**config.mk**
```make
export PLATFORM = sky130hd
export DESIGN_NAME = fetch_unit
export DESIGN_NICKNAME = d
export VERILOG_FILES = /design/src/rtl/fetch_unit_pkg.sv /design/src/rtl/fetch_queue.sv /design/src/rtl/fetch_unit.sv
export SDC_FILE = /design/constraint.sdc
export NUM_CORES = 1
export LEC_CHECK = 0
export ABC_CLOCK_PERIOD_IN_PS = 3120
export BUFFER_PORTS_ARGS = -buffer_cell sky130_fd_sc_hd__buf_2
export CAP_MARGIN = 20
export CORE_ASPECT_RATIO = 0.5
export CORE_MARGIN = 10
export CORE_UTILIZATION = 52
export DETAILED_ROUTE_END_ITERATION = 8
export MAX_ROUTING_LAYER = met4
export PLACE_DENSITY = 0.78
export SLEW_MARGIN = 0
export SYNTH_ARGS = -nofsm -noshare
export SYNTH_HDL_FRONTEND = slang
export SYNTH_HIERARCHICAL = 1
export SYNTH_SLANG_ARGS = --single-unit
```
**constraint.sdc**
```tcl
create_clock -name clk -period 3.12 [get_ports clk]
set_input_delay 0.156 -clock clk [delete_from_list [all_inputs] [get_ports clk]]
set_output_delay 0.156 -clock clk [all_outputs]
set_load 0.05 [all_outputs]
```
**src/rtl/fetch_unit_pkg.sv**
```systemverilog
// Shared RV32I opcode encodings and fetch-side constants.
// Opcodes are instr[6:2]; bits [1:0] are always 2'b11 for 32-bit encodings.
package fetch_unit_pkg;

    typedef enum logic [4:0] {
        OPCODE_LOAD   = 5'b00000,
        OPCODE_FENCE  = 5'b00011,
        OPCODE_ARITHI = 5'b00100,
        OPCODE_ARITH  = 5'b01100,
        OPCODE_JALR   = 5'b11001,
        OPCODE_JAL    = 5'b11011,
        OPCODE_SYSTEM = 5'b11100
    } opcode_t;

    localparam logic [31:0] NOP_INSTR = 32'h0000_0013;

    function automatic logic is_halt_op(input logic [4:0] op);
        return (op == OPCODE_SYSTEM) || (op == OPCODE_FENCE);
    endfunction

endpackage

```
**src/rtl/fetch_queue.sv**
```systemverilog
// Synchronous FIFO for fetched {pc, instr} entries; head is read straight from
// the storage flops, so dout never depends combinationally on din.
module fetch_queue #(
    parameter int WIDTH = 64,
    parameter int DEPTH = 4,
    localparam int AW = $clog2(DEPTH),
    localparam int CW = $clog2(DEPTH + 1)
) (
    input  logic             clk,
    input  logic             rst,
    input  logic             push,
    input  logic             pop,
    input  logic             flush,
    input  logic [WIDTH-1:0] din,
    output logic [WIDTH-1:0] dout,
    output logic [CW-1:0]    count
);

    logic [DEPTH-1:0][WIDTH-1:0] mem;
    logic [AW-1:0]               wr_ptr;
    logic [AW-1:0]               rd_ptr;

    assign dout = mem[rd_ptr];

    always_ff @(posedge clk or negedge rst) begin
        if (!rst) begin
            wr_ptr <= '0;
            rd_ptr <= '0;
            count  <= '0;
        end else if (flush) begin
            wr_ptr <= '0;
            rd_ptr <= '0;
            count  <= '0;
        end else begin
            if (push) wr_ptr <= wr_ptr + AW'(1);
            if (pop)  rd_ptr <= rd_ptr + AW'(1);
            case ({push, pop})
                2'b10:   count <= count + CW'(1);
                2'b01:   count <= count - CW'(1);
                default: count <= count;
            endcase
        end
    end

    // Payload storage needs no reset: validity is tracked by count alone.
    always_ff @(posedge clk) begin
        if (push && !flush) mem[wr_ptr] <= din;
    end

endmodule

```
**src/rtl/fetch_unit.sv**
```systemverilog
// RV32I instruction-fetch front end: PC register, imem addressing, and a small
// fetch queue toward decode with redirect flush and halt on SYSTEM/FENCE.
module fetch_unit
    import fetch_unit_pkg::*;
#(
    parameter int               XLEN        = 32,
    parameter logic [XLEN-1:0]  RESET_PC    = '0,
    parameter int               IMEM_AW     = 6,
    parameter int               FQ_DEPTH    = 4,
    parameter int               HALT_ON_SYS = 1,
    localparam int              CW          = $clog2(FQ_DEPTH + 1)
) (
    input  logic               clk,
    input  logic               rst,
    output logic [IMEM_AW-1:0] imem_addr,
    input  logic [31:0]        imem_rdata,
    input  logic               redirect_valid,
    input  logic [XLEN-1:0]    redirect_pc,
    input  logic               resume,
    input  logic               dec_ready,
    output logic               dec_valid,
    output logic [31:0]        dec_instr,
    output logic [XLEN-1:0]    dec_pc,
    output logic [XLEN-1:0]    dec_pc_plus4,
    output logic               halted,
    output logic [CW-1:0]      fq_count
);

    localparam int EW = XLEN + 32;

    logic [XLEN-1:0] fpc;
    logic            push;
    logic            pop;
    logic            full;
    logic [EW-1:0]   head;
    logic [XLEN-1:0] head_pc;
    logic [31:0]     head_instr;

    assign imem_addr = fpc[IMEM_AW+1:2];
    assign full      = (fq_count == CW'(FQ_DEPTH));
    assign dec_valid = (fq_count != '0);

    // Redirect squashes both ends of the queue for the cycle.
    assign pop  = dec_valid && dec_ready && !redirect_valid;
    assign push = !redirect_valid && !halted && (!full || pop);

    fetch_queue #(
        .WIDTH (EW),
        .DEPTH (FQ_DEPTH)
    ) u_fq (
        .clk   (clk),
        .rst   (rst),
        .push  (push),
        .pop   (pop),
        .flush (redirect_valid),
        .din   ({fpc, imem_rdata}),
        .dout  (head),
        .count (fq_count)
    );

    assign head_pc    = head[EW-1:32];
    assign head_instr = head[31:0];

    assign dec_instr    = dec_valid ? head_instr : NOP_INSTR;
    assign dec_pc       = dec_valid ? head_pc : '0;
    assign dec_pc_plus4 = dec_valid ? head_pc + XLEN'(4) : '0;

    always_ff @(posedge clk or negedge rst) begin
        if (!rst) begin
            fpc    <= RESET_PC;
            halted <= 1'b0;
        end else if (redirect_valid) begin
            fpc    <= redirect_pc & ~XLEN'(3);
            halted <= 1'b0;
        end else begin
            if (push) fpc <= fpc + XLEN'(4);
            // A push implies !halted, so resume and halt-entry never collide.
            if (push && (HALT_ON_SYS != 0) && is_halt_op(imem_rdata[6:2]))
                halted <= 1'b1;
            else if (resume)
                halted <= 1'b0;
        end
    end

endmodule

```
==> flow_summary.toml, run 1 <==
[route]
drt-total-wl_mm = 32.7
viasPerCell = 5.91
vias = 8583
drt-initial-drc-count = 1080
antenna_left = 0
drtPass1Iterations = 5
wl_per_cell_um = 22.5
drc_errors = 0

[grt]
gr-usage-all-layers = 0.204
overflow = 0
antenna_found_initial = 1
grt_max_degree = 65
grt_pass1_vias = 8787
grt_pass1_wl_mm = 49.6

[yosys]
yosysSeqAreaShare = 0.674
synth-edff-count = 256
netlist_instances = 808
ys_async_sr_fraction = 0.129
synth_cell_types = 50
syn_area_per_cell_um2 = 15.9
synth_flop_cell = "edfxtp_1"
synth-seq-cells = 294
netlist_area_um2 = 12800
yosys_warnings = 6

[setup_path]
cp_max_fo = 11
required_ns = 2.96
max_stage_delay_ns = 0.57
worstReg2RegEnd = "fpc[31]"
rr_worst_depth = 4
timing.rr.start = "fpc[2]"
cp-start-kind = "flop"
path_cells = "buf_12, mux4_2, nand3_2, or3_4, nor4_4, mux2_4, buf_8"
reg2reg_setup_slack_ns = 0.68
path_class = "reg2out"
slowest_stage = "dfrtp_4"
arrival_ns = 3.14
crit_path_end_kind = "output pin"

[die]
start_util = 0.531
row_count = 40
core-area_um2 = 24100
design.die.area_um2 = 31700
die_y_um = 131
design.portCount = 176
die_x_um = 242

[placement]
placedCellCount = 1303
placed_area_um2 = 14200
portBuffers = 173
place_hpwl_mm = 19.6
preCtsSetupSlack_ns = 0.213
place.gp.congestion = 0.918

[clock_tree]
cts_tree = "yes"
clk-insertion-delay-late_ns = 0.53
cts_buffers = 26
clockBufferDepth = 3
htreeDepth = 1
clk_pin_slew_worst_paths_ns = 0.07
clock-sinks = 294
root_buffer = "clkbuf_16"

[cells_and_area]
final_nets = 1170
final_cells = 1452
syn_to_final_growth_pct = 28.3
drive_gt1_frac = 0.359
final_area_um2 = 16400
final_common_cell = "edfxtp_1"
mostFrequentLayoutCells = "256 x edfxtp_1, 153 x buf_2, 64 x dlygate4sd3_1, 64 x mux4_2, 60 x and2_1"
fill_cells = 1530

[pwr]
total_power_uw = 12000
peakVddDrop_uv = 483
power_density_nw_per_um2 = 729
p_leak_uw = 0.00598

[status]
status = "complete, but fails checks"
violations = "setup timing"

[flow_run]
maxCapViolations = 0

[min_path]
hold_path_startpoint = "redirect_valid"
hp-class = "in2reg"
min_path_cells = 2
min_delay_worst_endpoint = "u_fq/wr_ptr[1]"

[sta]
worstMarginPinSlew_ns = 0.877
slew_viol_final = 0
timing.fmax_mhz = 304
rsz0062_at_grt = "yes"
period_share = 1.06
worst_slack_ns = -0.175
finalClockSkew_ns = 0.0185
slew-limit-headroom = 0.410
tns_ns = -1.60
hold_viol = 0
finalCriticalPeriod_ns = 3.29
setup_viol = 17
[area by class of cell]
type / count / area, um2 / share of cell area
flip-flops and latches: 294 / 8640 / 0.526
multi-input cells: 459 / 4160 / 0.253
repair buffers: 300 / 2290 / 0.139
clock buffers: 36 / 741 / 0.0450
well taps: 336 / 420 / 0.0256
clock inverters: 12 / 134 / 0.00814
inverters: 13 / 48.8 / 0.00297
diodes: 2 / 5.00 / 0.000304
[logic make-up after synthesis]
family | synth area share
DFF | 0.674
AOI/OAI and AO/OA | 0.0312
and+or+nand+nor | 0.119
xor gates and xnor gates | 0.0178
buffers and inverters | 0.0254
other | 0.000293
adders and majority gates | 0.00742
muxes | 0.124
[report_power, final]
group          switching [uW]  internal [uW]
sequential                168           4490
combinational            2850           1220
clock                    1360           1910
[cell usage after synthesis (all sizes together) (3+ instances only)]
cell type,n,share of area
clkbuf,20,0.0059
nor4b,4,0.0027
nand2,37,0.011
nand3,19,0.0078
xor2,9,0.0062
a31o,3,0.0021
mux2,11,0.0097
mux4,64,0.11
nor4,10,0.0049
nor3b,4,0.0023
and3,6,0.0029
ha,6,0.0059
o31ai,10,0.0059
or3,12,0.0059
nor2b,3,0.0015
nand4,17,0.0083
nor3,16,0.0066
mux2i,3,0.0023
o21ai,22,0.0086
and2,65,0.032
buf,29,0.016
nor2,56,0.016
a21oi,8,0.0031
or4,13,0.0076
edfxtp,256,0.60
a31oi,14,0.0068
xnor2,17,0.012
inv,13,0.0038
and4,5,0.0034
nand2b,4,0.0020
dfrtp,38,0.074
[state kept, by name, indices dropped and copies added (netlist names)]
register     flops
u_fq/mem       256
fpc             30
u_fq/count       3
u_fq/rd_ptr      2
u_fq/wr_ptr      2
halted           1
[worst max-delay path, delay by kind of cell (launching register included)]
kind                   cells  cell delay [ns]
AND/OR/NAND/NOR            3             0.89
multiplexers               2             0.78
flip-flops                 1             0.57
buffers and inverters      2             0.35
[how the worst max path moves through the flow]
stage / start / endpoint / cells past startpoint
final: u_fq/rd_ptr[0] / dec_pc_plus4[29] / 7
after global routing: u_fq/rd_ptr[0] / dec_pc_plus4[22] / 8
after CTS: u_fq/rd_ptr[0] / dec_pc_plus4[23] / 8
after detailed placement: u_fq/rd_ptr[0] / dec_pc_plus4[31] / 7
after global placement: u_fq/rd_ptr[0] / dec_pc_plus4[31] / 7
after floorplan: u_fq/rd_ptr[0] / dec_pc_plus4[26] / 9
[metrics by stage]
step	hold WS [ns]	util
4_1_cts	0.174	0.675
3_5_place_dp	0.327	0.589
2_1_floorplan	-0.140	-
3_3_place_gp	0.319	0.589
6_report	0.193	0.682
5_1_grt	0.213	0.682
[layer usage]
layer  global-route usage  part of all wire  vias to the layer above
met5                    -                 0                        -
met4               0.0720             0.032                        0
met3               0.0344             0.079                       88
met2                0.347              0.51                      499
met1                0.248              0.38                     4282
li1                     -                 -                     3714
[what timing repair did]
action                     CTS  global route
setup endpoints to repair   20            24
cloned                       1             0
pin swaps                   21            11
buffers inserted            27             7
hold endpoints to repair   197             0
gates resized for setup     82            29
hold buffers                64             0
No activity file was read; power rests on OpenSTA's default activity.
==> run 2: changes to the inputs <==
- ABC_AREA: not set -> 1
- CORE_UTILIZATION: 52 -> 53
- MAX_ROUTING_LAYER: met4 -> not set
- PLACE_DENSITY: 0.78 -> 0.79
==> flow_summary.toml, run 2 <==
[pwr]
power_density_nw_per_um2 = 632
p_leak_uw = 0.00701
peakVddDrop_uv = 444

[status]
status = "complete, no violations"

[sta]
worst_slack_ns = 0.0660
rsz0062_at_grt = "yes"
slew_viol_final = 0
slew-limit-headroom = 0.356
hold_viol = 0
period_share = 0.979
worstMarginPinSlew_ns = 0.966
finalClockSkew_ns = 0.0211
timing.fmax_mhz = 327
finalCriticalPeriod_ns = 3.05
setup_viol = 0

[setup_path]
path_class = "reg2out"
rr_worst_depth = 7
max_stage_delay_ns = 0.53
arrival_ns = 2.90
timing.rr.start = "u_fq/count[1]"
reg2reg_setup_slack_ns = 0.65
cp_max_fo = 6
worstReg2RegEnd = "u_fq/mem[33]"
required_ns = 2.96
cp-start-kind = "flop"
slowest_stage = "dfrtp_4"
cp-endpoint = "dec_pc_plus4[24]"
critPathLaunch = "u_fq/rd_ptr[0]"
path_cells = "buf_4, buf_4, o21ai_0, o22ai_2, nand2_2, nor3_4, buf_4, nand2_1, nand2_1, nand2_1, nor2_2, buf_6"
crit_path_end_kind = "output pin"

[yosys]
yosysSeqAreaShare = 0.631
synth_top_area_cell = "edfxtp_1"
yosysTopAreaCellShare = 0.562
synth_common_cells = "306 x nor2_1, 278 x nand2_1, 256 x edfxtp_1"
ys_async_sr_fraction = 0.129
synth-seq-cells = 294
syn_area_per_cell_um2 = 9.66
yosys_warnings = 6
netlist_instances = 1416
synth_cell_types = 35
synth-edff-count = 256
netlist_top_cells_area = "edfxtp_1 56%, nor2_1 8.4%, nand2_1 7.6%"
netlist_area_um2 = 13700
yosysMostFrequentCell = "nor2_1"
synth_flop_cell = "edfxtp_1"

[grt]
antenna_found_initial = 0
grt_pass1_wl_mm = 58.3
grt_max_degree = 86
grt_pass1_vias = 11285
gr-usage-all-layers = 0.219
overflow = 0

[route]
vias = 11262
drt-total-wl_mm = 37.9
antenna_left = 0
viasPerCell = 5.53
drc_errors = 0
drtPass1Iterations = 7
drt-initial-drc-count = 1115
wl_per_cell_um = 18.6

[cells_and_area]
reg_top3 = "u_fq/mem x256, fpc x30, u_fq/count x3"
drive_gt1_frac = 0.217
syn_to_final_growth_pct = 25.0
final_nets = 1750
largest_reg_flops = 256
antennaDiodeCount = 0
multiInputGateArea_um2 = 4550
fill_cells = 1786
top_register = "u_fq/mem"
fin_util = 0.676
final_common_cell = "nor2_1"
mostFrequentLayoutCells = "271 x nor2_1, 264 x nand2_1, 256 x edfxtp_1"
regArea_um2 = 8640

[die]
die_x_um = 247
start_util = 0.541
die_y_um = 134
row_count = 41
design.die.area_um2 = 33000
core-area_um2 = 25300
design.portCount = 176

[clock_tree]
clockBufferDepth = 3
cts_buffers = 26
clk-insertion-delay-late_ns = 0.53
root_buffer = "clkbuf_16"
cts_tree = "yes"
clock-sinks = 294
htreeDepth = 1
clk_pin_slew_worst_paths_ns = 0.06

[min_path]
hp-class = "in2reg"
min_path_cells = 5

[placement]
preCtsSetupSlack_ns = 0.179
place.gp.congestion = 1.03
place_hpwl_mm = 24.1
portBuffers = 173

[flow_run]
maxCapViolations = 0
## run 2: how the worst min path moves through the flow
stage	startpoint	to
finish	dec_ready	u_fq/rd_ptr[0]
global route	dec_ready	u_fq/rd_ptr[0]
detailed placement	rst	fpc[6]
global placement	rst	fpc[8]
floorplan	rst	fpc[10]
CTS	dec_ready	u_fq/rd_ptr[0]
## run 2: per-layer routing
metal	track usage	wire length, um	vias to the layer above
met2	0.393	19600	469
met3	0.0265	2490	92
met1	0.261	14500	5436
met4	0.0916	1300	0
li1	-	-	5265
met5	0	0	-
## run 2: metrics by stage
stage | setup TNS (ns) | cells | total power (uW) | area, um2 | hold slack, ns
detailed placement | 0 | 1909 | 7360 | 15000 | 0.337
CTS | 0 | 2025 | 10700 | 16600 | 0.115
floorplan | -125.85 | 1423 | 6640 | 13700 | -0.140
global placement | 0 | 1909 | 7300 | 15000 | 0.329
finish | 0 | 2037 | 10800 | 17100 | 0.163
global route | -0.478 | 2037 | 11200 | 17100 | 0.182
## run 2: area by class of cell
class / count / area share
tap: 344 / 0.0252
timing repair inverter: 1 / 0.000512
sequential: 294 / 0.505
clock inverter: 12 / 0.00805
multi-input combinational: 933 / 0.266
clock buffer: 35 / 0.0424
inverter: 128 / 0.0293
timing repair buffer: 290 / 0.123
## run 2: report_power, final
part           switching [uW]  leakage [uW]  total [uW]  internal (uW)
clock                    1370      0.000420        3250           1880
sequential                221       0.00278        4730           4510
combinational            2080       0.00381        2820            741
total                    3670       0.00701       10800           7130
## run 2: cells by family after synthesis
group,Yosys count,share of synthesized area
and+or+nand+nor,686,0.201
DFF,294,0.631
AOI/OAI and AO/OA,223,0.0889
buffers and inverters,196,0.0656
xor gates and xnor gates,9,0.00576
adders and majority gates,7,0.00695
other,1,0.000274
## run 2: worst max-delay path: cells and delay by family (launching register included)
| kind | cells | cell delay [ns] |
|---|---|---|
| AND/OR/NAND/NOR | 6 | 0.76 |
| buffers and inverters | 4 | 0.64 |
| flip-flops | 1 | 0.53 |
| AO/OA/AOI/OAI | 2 | 0.43 |
## run 2: repair_timing
item                                   4_1_cts  5_1_grt
endpoints found under the hold margin      197        0
resized for setup                           35      110
pin swaps                                    3       17
cloned                                       0        1
hold buffers                                64        0
setup endpoints to repair                   25       24
buffers inserted                             5       11
